--- src/rtl/irq_pkg.sv ---
// irq_pkg
// Shared definitions for the interrupt controller: register offsets
// (decoded from byte address bits [3:2]), interrupt ID width and the
// reserved "no interrupt" ID.
package irq_pkg;

  // Interrupt IDs are 5 bits wide: 0 means "none", 1..31 map to sources 0..30.
  localparam int IRQ_ID_W   = 5;
  localparam int IRQ_ID_MAX = 31;

  localparam logic [IRQ_ID_W-1:0] IRQ_ID_NONE = '0;

  // Register map, word offsets within the controller's address window.
  typedef enum logic [1:0] {
    IRQ_REG_PENDING = 2'b00,
    IRQ_REG_ENABLE  = 2'b01,
    IRQ_REG_CLAIM   = 2'b10,
    IRQ_REG_CTRL    = 2'b11
  } irq_reg_e;

endpackage

--- src/rtl/irq_gateway.sv ---
// irq_gateway
// Per-source interrupt state: a sticky pending flag and an in-service flag.
// A source only latches a new request while it is neither pending nor being
// serviced, so a level held high through its ISR re-pends only after the
// matching complete.
//   clk        system clock
//   rst        synchronous active-high reset
//   src        level interrupt input, high = request
//   claim      this source won a claim read this cycle
//   complete   core wrote this source's ID to CLAIM this cycle
//   pending    request latched, waiting to be claimed
//   in_service request claimed, waiting for completion
module irq_gateway
  import irq_pkg::*;
(
  input  logic clk,
  input  logic rst,
  input  logic src,
  input  logic claim,
  input  logic complete,
  output logic pending,
  output logic in_service
);

  // Claim moves the request from pending into service; complete ends the
  // service period. A claim and a complete never target the same source in
  // one cycle because the bus accepts one request per ack.
  always_ff @(posedge clk) begin
    if (rst) begin
      pending    <= 1'b0;
      in_service <= 1'b0;
    end else begin
      if (claim) begin
        pending <= 1'b0;
      end else if (src && !in_service && !pending) begin
        pending <= 1'b1;
      end

      if (claim) begin
        in_service <= 1'b1;
      end else if (complete) begin
        in_service <= 1'b0;
      end
    end
  end

endmodule

--- src/rtl/irq_ctrl.sv ---
// irq_ctrl
// Level-sensitive interrupt controller with claim/complete register
// interface on a Wishbone-style slave bus. Fixed priority: lowest source
// index wins. Source k is reported as ID k+1; ID 0 means none.
//   i_CLK, i_RST          clock, synchronous active-high reset
//   i_ADDR/i_DATA/i_WE    bus address (only [3:2] decoded), write data, write
//   i_SEL, i_TAGN         ignored
//   i_STB/i_CYC           strobe and cycle; o_ACK single-cycle acknowledge
//   o_DATA                read data while o_ACK is high, otherwise 0
//   o_TAGN                tied 0
//   i_SRC                 level interrupt sources
//   o_IRQ                 registered request: GIE & any pending+enabled
//   o_IRQ_ID              registered winner ID, independent of GIE
module irq_ctrl
  import irq_pkg::*;
#(
  parameter int ADDR_WIDTH = 32,
  parameter int DATA_WIDTH = 32,
  parameter int N_SRC      = 8
) (
  input  logic                  i_CLK,
  input  logic                  i_RST,
  input  logic [ADDR_WIDTH-1:0] i_ADDR,
  input  logic [DATA_WIDTH-1:0] i_DATA,
  output logic [DATA_WIDTH-1:0] o_DATA,
  input  logic                  i_WE,
  input  logic [3:0]            i_SEL,
  input  logic                  i_STB,
  output logic                  o_ACK,
  input  logic                  i_CYC,
  input  logic                  i_TAGN,
  output logic                  o_TAGN,
  input  logic [N_SRC-1:0]      i_SRC,
  output logic                  o_IRQ,
  output logic [IRQ_ID_W-1:0]   o_IRQ_ID
);

  logic [N_SRC-1:0]      pending;
  logic [N_SRC-1:0]      in_service;
  logic [N_SRC-1:0]      enable;
  logic [N_SRC-1:0]      active;
  logic [N_SRC-1:0]      claim_vec;
  logic [N_SRC-1:0]      complete_vec;
  logic                  gie;
  logic                  valid_req;
  logic                  rd_claim;
  logic                  wr_complete;
  logic                  cmp_ok;
  logic [IRQ_ID_W-1:0]   cmp_id;
  logic [IRQ_ID_W-1:0]   win_id;
  logic [IRQ_ID_W-1:0]   isr_cnt;
  logic [DATA_WIDTH-1:0] rd_data;
  irq_reg_e              reg_sel;
  logic                  unused_bits;

  assign unused_bits = &{1'b0, i_SEL, i_TAGN, i_ADDR[ADDR_WIDTH-1:4], i_ADDR[1:0]};
  assign o_TAGN      = 1'b0;

  assign reg_sel   = irq_reg_e'(i_ADDR[3:2]);
  // Masking the request with o_ACK forces an idle cycle after every ack.
  assign valid_req = i_CYC && i_STB && !o_ACK;
  assign active    = pending & enable;

  // Complete IDs are checked against the full data word so that stray upper
  // bits never alias onto a real source.
  assign cmp_ok      = (i_DATA != '0) && (i_DATA <= DATA_WIDTH'(N_SRC));
  assign cmp_id      = i_DATA[IRQ_ID_W-1:0];
  assign rd_claim    = valid_req && !i_WE && (reg_sel == IRQ_REG_CLAIM);
  assign wr_complete = valid_req && i_WE && (reg_sel == IRQ_REG_CLAIM) && cmp_ok;

  // Priority encoder: scanning downwards leaves the lowest active index.
  always_comb begin
    win_id = IRQ_ID_NONE;
    for (int k = N_SRC - 1; k >= 0; k--) begin
      if (active[k]) win_id = IRQ_ID_W'(k + 1);
    end
  end

  // Claim/complete strobes to the gateways. The claim targets the winner of
  // the pre-edge pending set, so a source latching on the same edge cannot
  // steal it.
  always_comb begin
    claim_vec    = '0;
    complete_vec = '0;
    for (int k = 0; k < N_SRC; k++) begin
      claim_vec[k]    = rd_claim && (win_id == IRQ_ID_W'(k + 1));
      complete_vec[k] = wr_complete && (cmp_id == IRQ_ID_W'(k + 1));
    end
  end

  // Number of sources currently in service, saturated to the field width.
  always_comb begin
    int cnt;
    cnt = 0;
    for (int k = 0; k < N_SRC; k++) begin
      if (in_service[k]) cnt++;
    end
    isr_cnt = (cnt > IRQ_ID_MAX) ? IRQ_ID_W'(IRQ_ID_MAX) : IRQ_ID_W'(cnt);
  end

  always_comb begin
    rd_data = '0;
    case (reg_sel)
      IRQ_REG_PENDING: rd_data[N_SRC-1:0]    = pending;
      IRQ_REG_ENABLE:  rd_data[N_SRC-1:0]    = enable;
      IRQ_REG_CLAIM:   rd_data[IRQ_ID_W-1:0] = win_id;
      IRQ_REG_CTRL: begin
        rd_data[0]    = gie;
        rd_data[12:8] = isr_cnt;
      end
      default: rd_data = '0;
    endcase
  end

  for (genvar k = 0; k < N_SRC; k++) begin : g_src
    irq_gateway u_gateway (
      .clk        (i_CLK),
      .rst        (i_RST),
      .src        (i_SRC[k]),
      .claim      (claim_vec[k]),
      .complete   (complete_vec[k]),
      .pending    (pending[k]),
      .in_service (in_service[k])
    );
  end

  // Bus response, writable registers and the registered request outputs.
  always_ff @(posedge i_CLK) begin
    if (i_RST) begin
      enable   <= '0;
      gie      <= 1'b0;
      o_ACK    <= 1'b0;
      o_DATA   <= '0;
      o_IRQ    <= 1'b0;
      o_IRQ_ID <= IRQ_ID_NONE;
    end else begin
      o_ACK  <= valid_req;
      o_DATA <= (valid_req && !i_WE) ? rd_data : '0;
      if (valid_req && i_WE) begin
        if (reg_sel == IRQ_REG_ENABLE) enable <= i_DATA[N_SRC-1:0];
        if (reg_sel == IRQ_REG_CTRL)   gie    <= i_DATA[0];
      end
      o_IRQ    <= gie && (|active);
      o_IRQ_ID <= win_id;
    end
  end

endmodule

--- config.mk ---
export PLATFORM = sky130hd
export DESIGN_NAME = irq_ctrl
export DESIGN_NICKNAME = d
export VERILOG_FILES = /design/src/rtl/irq_pkg.sv /design/src/rtl/irq_gateway.sv /design/src/rtl/irq_ctrl.sv
export SDC_FILE = /design/constraint.sdc
export NUM_CORES = 1
export LEC_CHECK = 0
export CORE_UTILIZATION = 45
export CTS_CLUSTER_SIZE = 8
export DETAILED_ROUTE_END_ITERATION = 10
export GPL_TIMING_DRIVEN = 0
export PLACE_DENSITY = 0.86
export SLEW_MARGIN = 20
export SYNTH_ARGS = -nofsm -noshare
export SYNTH_HDL_FRONTEND = slang
export SYNTH_HIERARCHICAL = 1
export SYNTH_SLANG_ARGS = --single-unit
--- constraint.sdc ---
create_clock -name i_CLK -period 9.9 [get_ports i_CLK]
set_clock_uncertainty 0.15 [all_clocks]
set_input_delay 0.99 -clock i_CLK [delete_from_list [all_inputs] [get_ports i_CLK]]
set_output_delay 0.99 -clock i_CLK [all_outputs]
set_load 0.03 [all_outputs]
==> impl_results.md <==
* Final period util at ~43%
* Clock Latency Late Sink at slightly below 0.3 ns
* Synth async-reset ratio at 0%
* Placeable Area at about 0.0057 sq mm
* Hold buffer count at CTS at 0
* Unrepaired setup endpoints after global routing: false
* Seq cells post-synth at 44
* Crit Path Category: reg -> reg
* IO Port Bufs at 65
* DR vias at around 2.5k
* DR pass1 iterations at 4
* P&R area growth vs syn at 33.50%
* Leakage at 1.379 nW
* Layout cells sized above 1 at 11.84%
* CTS tree: yes
* Power per cell area at 97.89 mW/mm^2
* Min cycle time layout at 4.290 ns
* CTS root buf: clkbuf_8
* Die X at about 80 um
* Crit path DAT at ~4.3 ns
* Synth Area in Adders at under 10%
* Post-synthesis sequential area ratio at around a third
* HP Class: reg -> reg
* Max cap viols at 0
* Die ar. at approximately 0.0064 sq mm
* Largest family of logic cells by synthesized area: simple AND/OR/NAND/NOR gates
* Final setup vio count at 0
* Worst EP required at 9.94 ns
* Slew @ Worst Pin at 0.9830 ns
* First-pass GRT wire length at 10330 um
* Routed WL at between 6000 and 7000 um
* Final ANT Viol Nets at 0
* Synth cell types at 54
* Diode count at 0
* Post-Layout Cell Count at approximately 500
* GR Overflow Total at 0
* Design Area, Final at between 0.003 and 0.004 sq mm
* Detailed placer's ending HPWL at between 5000 and 6000 um
* Initial antenna violation count at 0
* Final TNS setup at 0 ns
* Peak VDD IR at between 0.07 and 0.08 mV
* Mapped cell area at between 0.002 and 0.003 sq mm
* Iteration-0 DRC Markers at roughly 140
* Total CTS buffers at 5
* Post-synthesis xor/xnor area fraction at 6.287%
* I/O pins at 122
* RePlAce Congestion at just under 0.9
* Vias in the first global route at around 2.3k
* Startpoint Class: register
* Warnings from Yosys at 6
* Starting Density at between 40% and 50%
* Layout Nets at between 500 and 600
* Dominant synthesized flop cell: dfxtp_1
* Clock Path Buffers at 2
* Hold Fails Final Rpt at 0
* Row cnt at 27
* Area fraction in compound gates after synthesis at between 10% and 20%
* Top cells by area, synth: dfxtp_1, mux2i_1, nor2_1
* Post-CTS Resized at 0
* Residual DRC count at 0
* Max Freq at 233.1 MHz
* Largest net degree at the start of global routing at 24
* Slew Viols, Final at 0
* Reg2Reg Depth at 20
* Post-synth EDFFs at 0
* Cells after Synth at about 320
* Outcome: completed
* Placed cell count at 478
* Yosys top cell by area: dfxtp_1
* Mux contribution to synthesized area at about 8%
* Die Span Y at between 70 and 80 um
* Gr usage total at a little over a fifth
* Simple-gate share of the synthesized area at 26.71%
* Area post-placement at roughly 0.0035 sq mm
* Slew headroom at about a third
* DR WL/cell at 12.78 um
* Highest net fanout along the worst path at 8
* Synthesized area per cell at about 8.5 sq um
* Routed vias/inst at 5.107
* Hold path depth at 2
* Number of setup buffers added after CTS at 0
* Setup crit end kind: register
* # clock sinks at 44
* CTS H-tree depth at 2
* Top-area cell type share of the netlist area at 32.31%
* Reg clk slew, reported paths at ~0.080 ns
-- logic make-up after synthesis --
logic type / after synthesis
and+or+nand+nor: 139
AOI/OAI and AO/OA: 47
buffers and inverters: 47
DFF: 44
muxes: 21
xor gates and xnor gates: 14
adders and majority gates: 8
other: 1
-- flip-flops by register name (all words and copies together) (netlist names) --
register                    flops
g_src.u_gateway/pending         8
o_ACK                           1
o_IRQ_ID                        4
enable                          8
g_src.u_gateway/in_service      8
o_DATA                         13
o_IRQ                           1
gie                             1
-- layer usage --
layer | track usage (%) | vias to the layer above | routed length, um
met5 | 0 | - | 0
met4 | 5.714 | 0 | 55
met3 | 3.314 | 5 | 386
met2 | 38.21 | 92 | 3027
met1 | 25.05 | 1137 | 2740
li1 | - | 1248 | -
-- power breakdown --
| group | switching (mW) | internal, mW |
|---|---|---|
| sequential | 0.00340 | 0.180 |
| combinational | 0.0268 | 0.0297 |
| clock | 0.0599 | 0.0564 |
| total | 0.0900 | 0.266 |
-- cell usage after synthesis (3+ instances only) --
master	instances
o21a_1	9
inv_1	16
nand3b_1	3
a21oi_1	8
o22a_1	3
or3_1	3
xor2_1	7
mux2i_1	20
nand4_1	7
nor4_1	6
nor3_1	11
nor2_1	46
nand4b_1	3
clkbuf_1	5
buf_4	22
dfxtp_1	44
nand2_1	15
nor2b_1	12
nand2b_1	15
a21oi_2	8
ha_1	8
o21ai_0	3
xnor2_1	3
nand3_1	6
-- metrics by stage --
step | hold WS (ns) | utilization [%] | setup WS [ns] | total power [mW]
floorplan | 0.2676 | - | 5.987 | 0.2173
detailed placement | 0.3019 | 62.41 | 5.617 | 0.2436
global placement | 0.2962 | 62.41 | 5.703 | 0.2423
CTS | 0.3122 | 64.13 | 5.588 | 0.3565
global route | 0.3500 | 64.13 | 5.235 | 0.3694
finish | 0.3151 | 64.13 | 5.610 | 0.3563
-- worst max-delay path, stage by stage (launching register included) --
cell and delay [ns]:
dfxtp_1 0.42, inv_1 0.09, ha_1 0.31, buf_6 0.14, xnor3_2 0.51, inv_1 0.08
ha_1 0.31, nand2b_1 0.15, o41ai_1 0.11, nor2_1 0.15, ha_1 0.30, nand2_1 0.05
o31ai_2 0.10, ha_1 0.22, nand2_1 0.11, xor2_1 0.20, xnor2_1 0.25, nand3_1 0.13
a211oi_2 0.18, xnor2_1 0.15, nor2_1 0.05
-- path summary, 6_finish.rpt --
path                endpoint  slack [ns]                          start
setup / recovery  o_DATA[12]        5.61  g_src[0].u_gateway/in_service
hold / removal         o_IRQ        0.32                            gie
setup reg to reg  o_DATA[12]        5.61  g_src[0].u_gateway/in_service
hold reg to reg        o_IRQ        0.32                            gie
-- cell usage in the layout, fill, tap and decap left out, types with 8 or more instances in the layout --
master	instances
clkdlybuf4s50_1	65
nor2_1	46
dfxtp_1	44
buf_4	22
conb_1	21
mux2i_1	20
inv_1	16
nand2b_1	15
nand2_1	15
nor2b_1	12
nor3_1	11
o21a_1	9
a21oi_1	8
ha_1	8
a21oi_2	8
-- area by class of cell --
type | count | area [sq um]
Buffer | 31 | 209.0
Clock buffer | 6 | 82.58
Clock inverter | 2 | 15.01
Fill cell | 496 | 2036
Inverter | 16 | 60.06
Multi-Input combinational cell | 250 | 1652
Sequential cell | 44 | 880.8
Tap cell | 72 | 90.09
Timing Repair Buffer | 65 | 650.6
No activity file was read; power rests on OpenSTA's default activity.
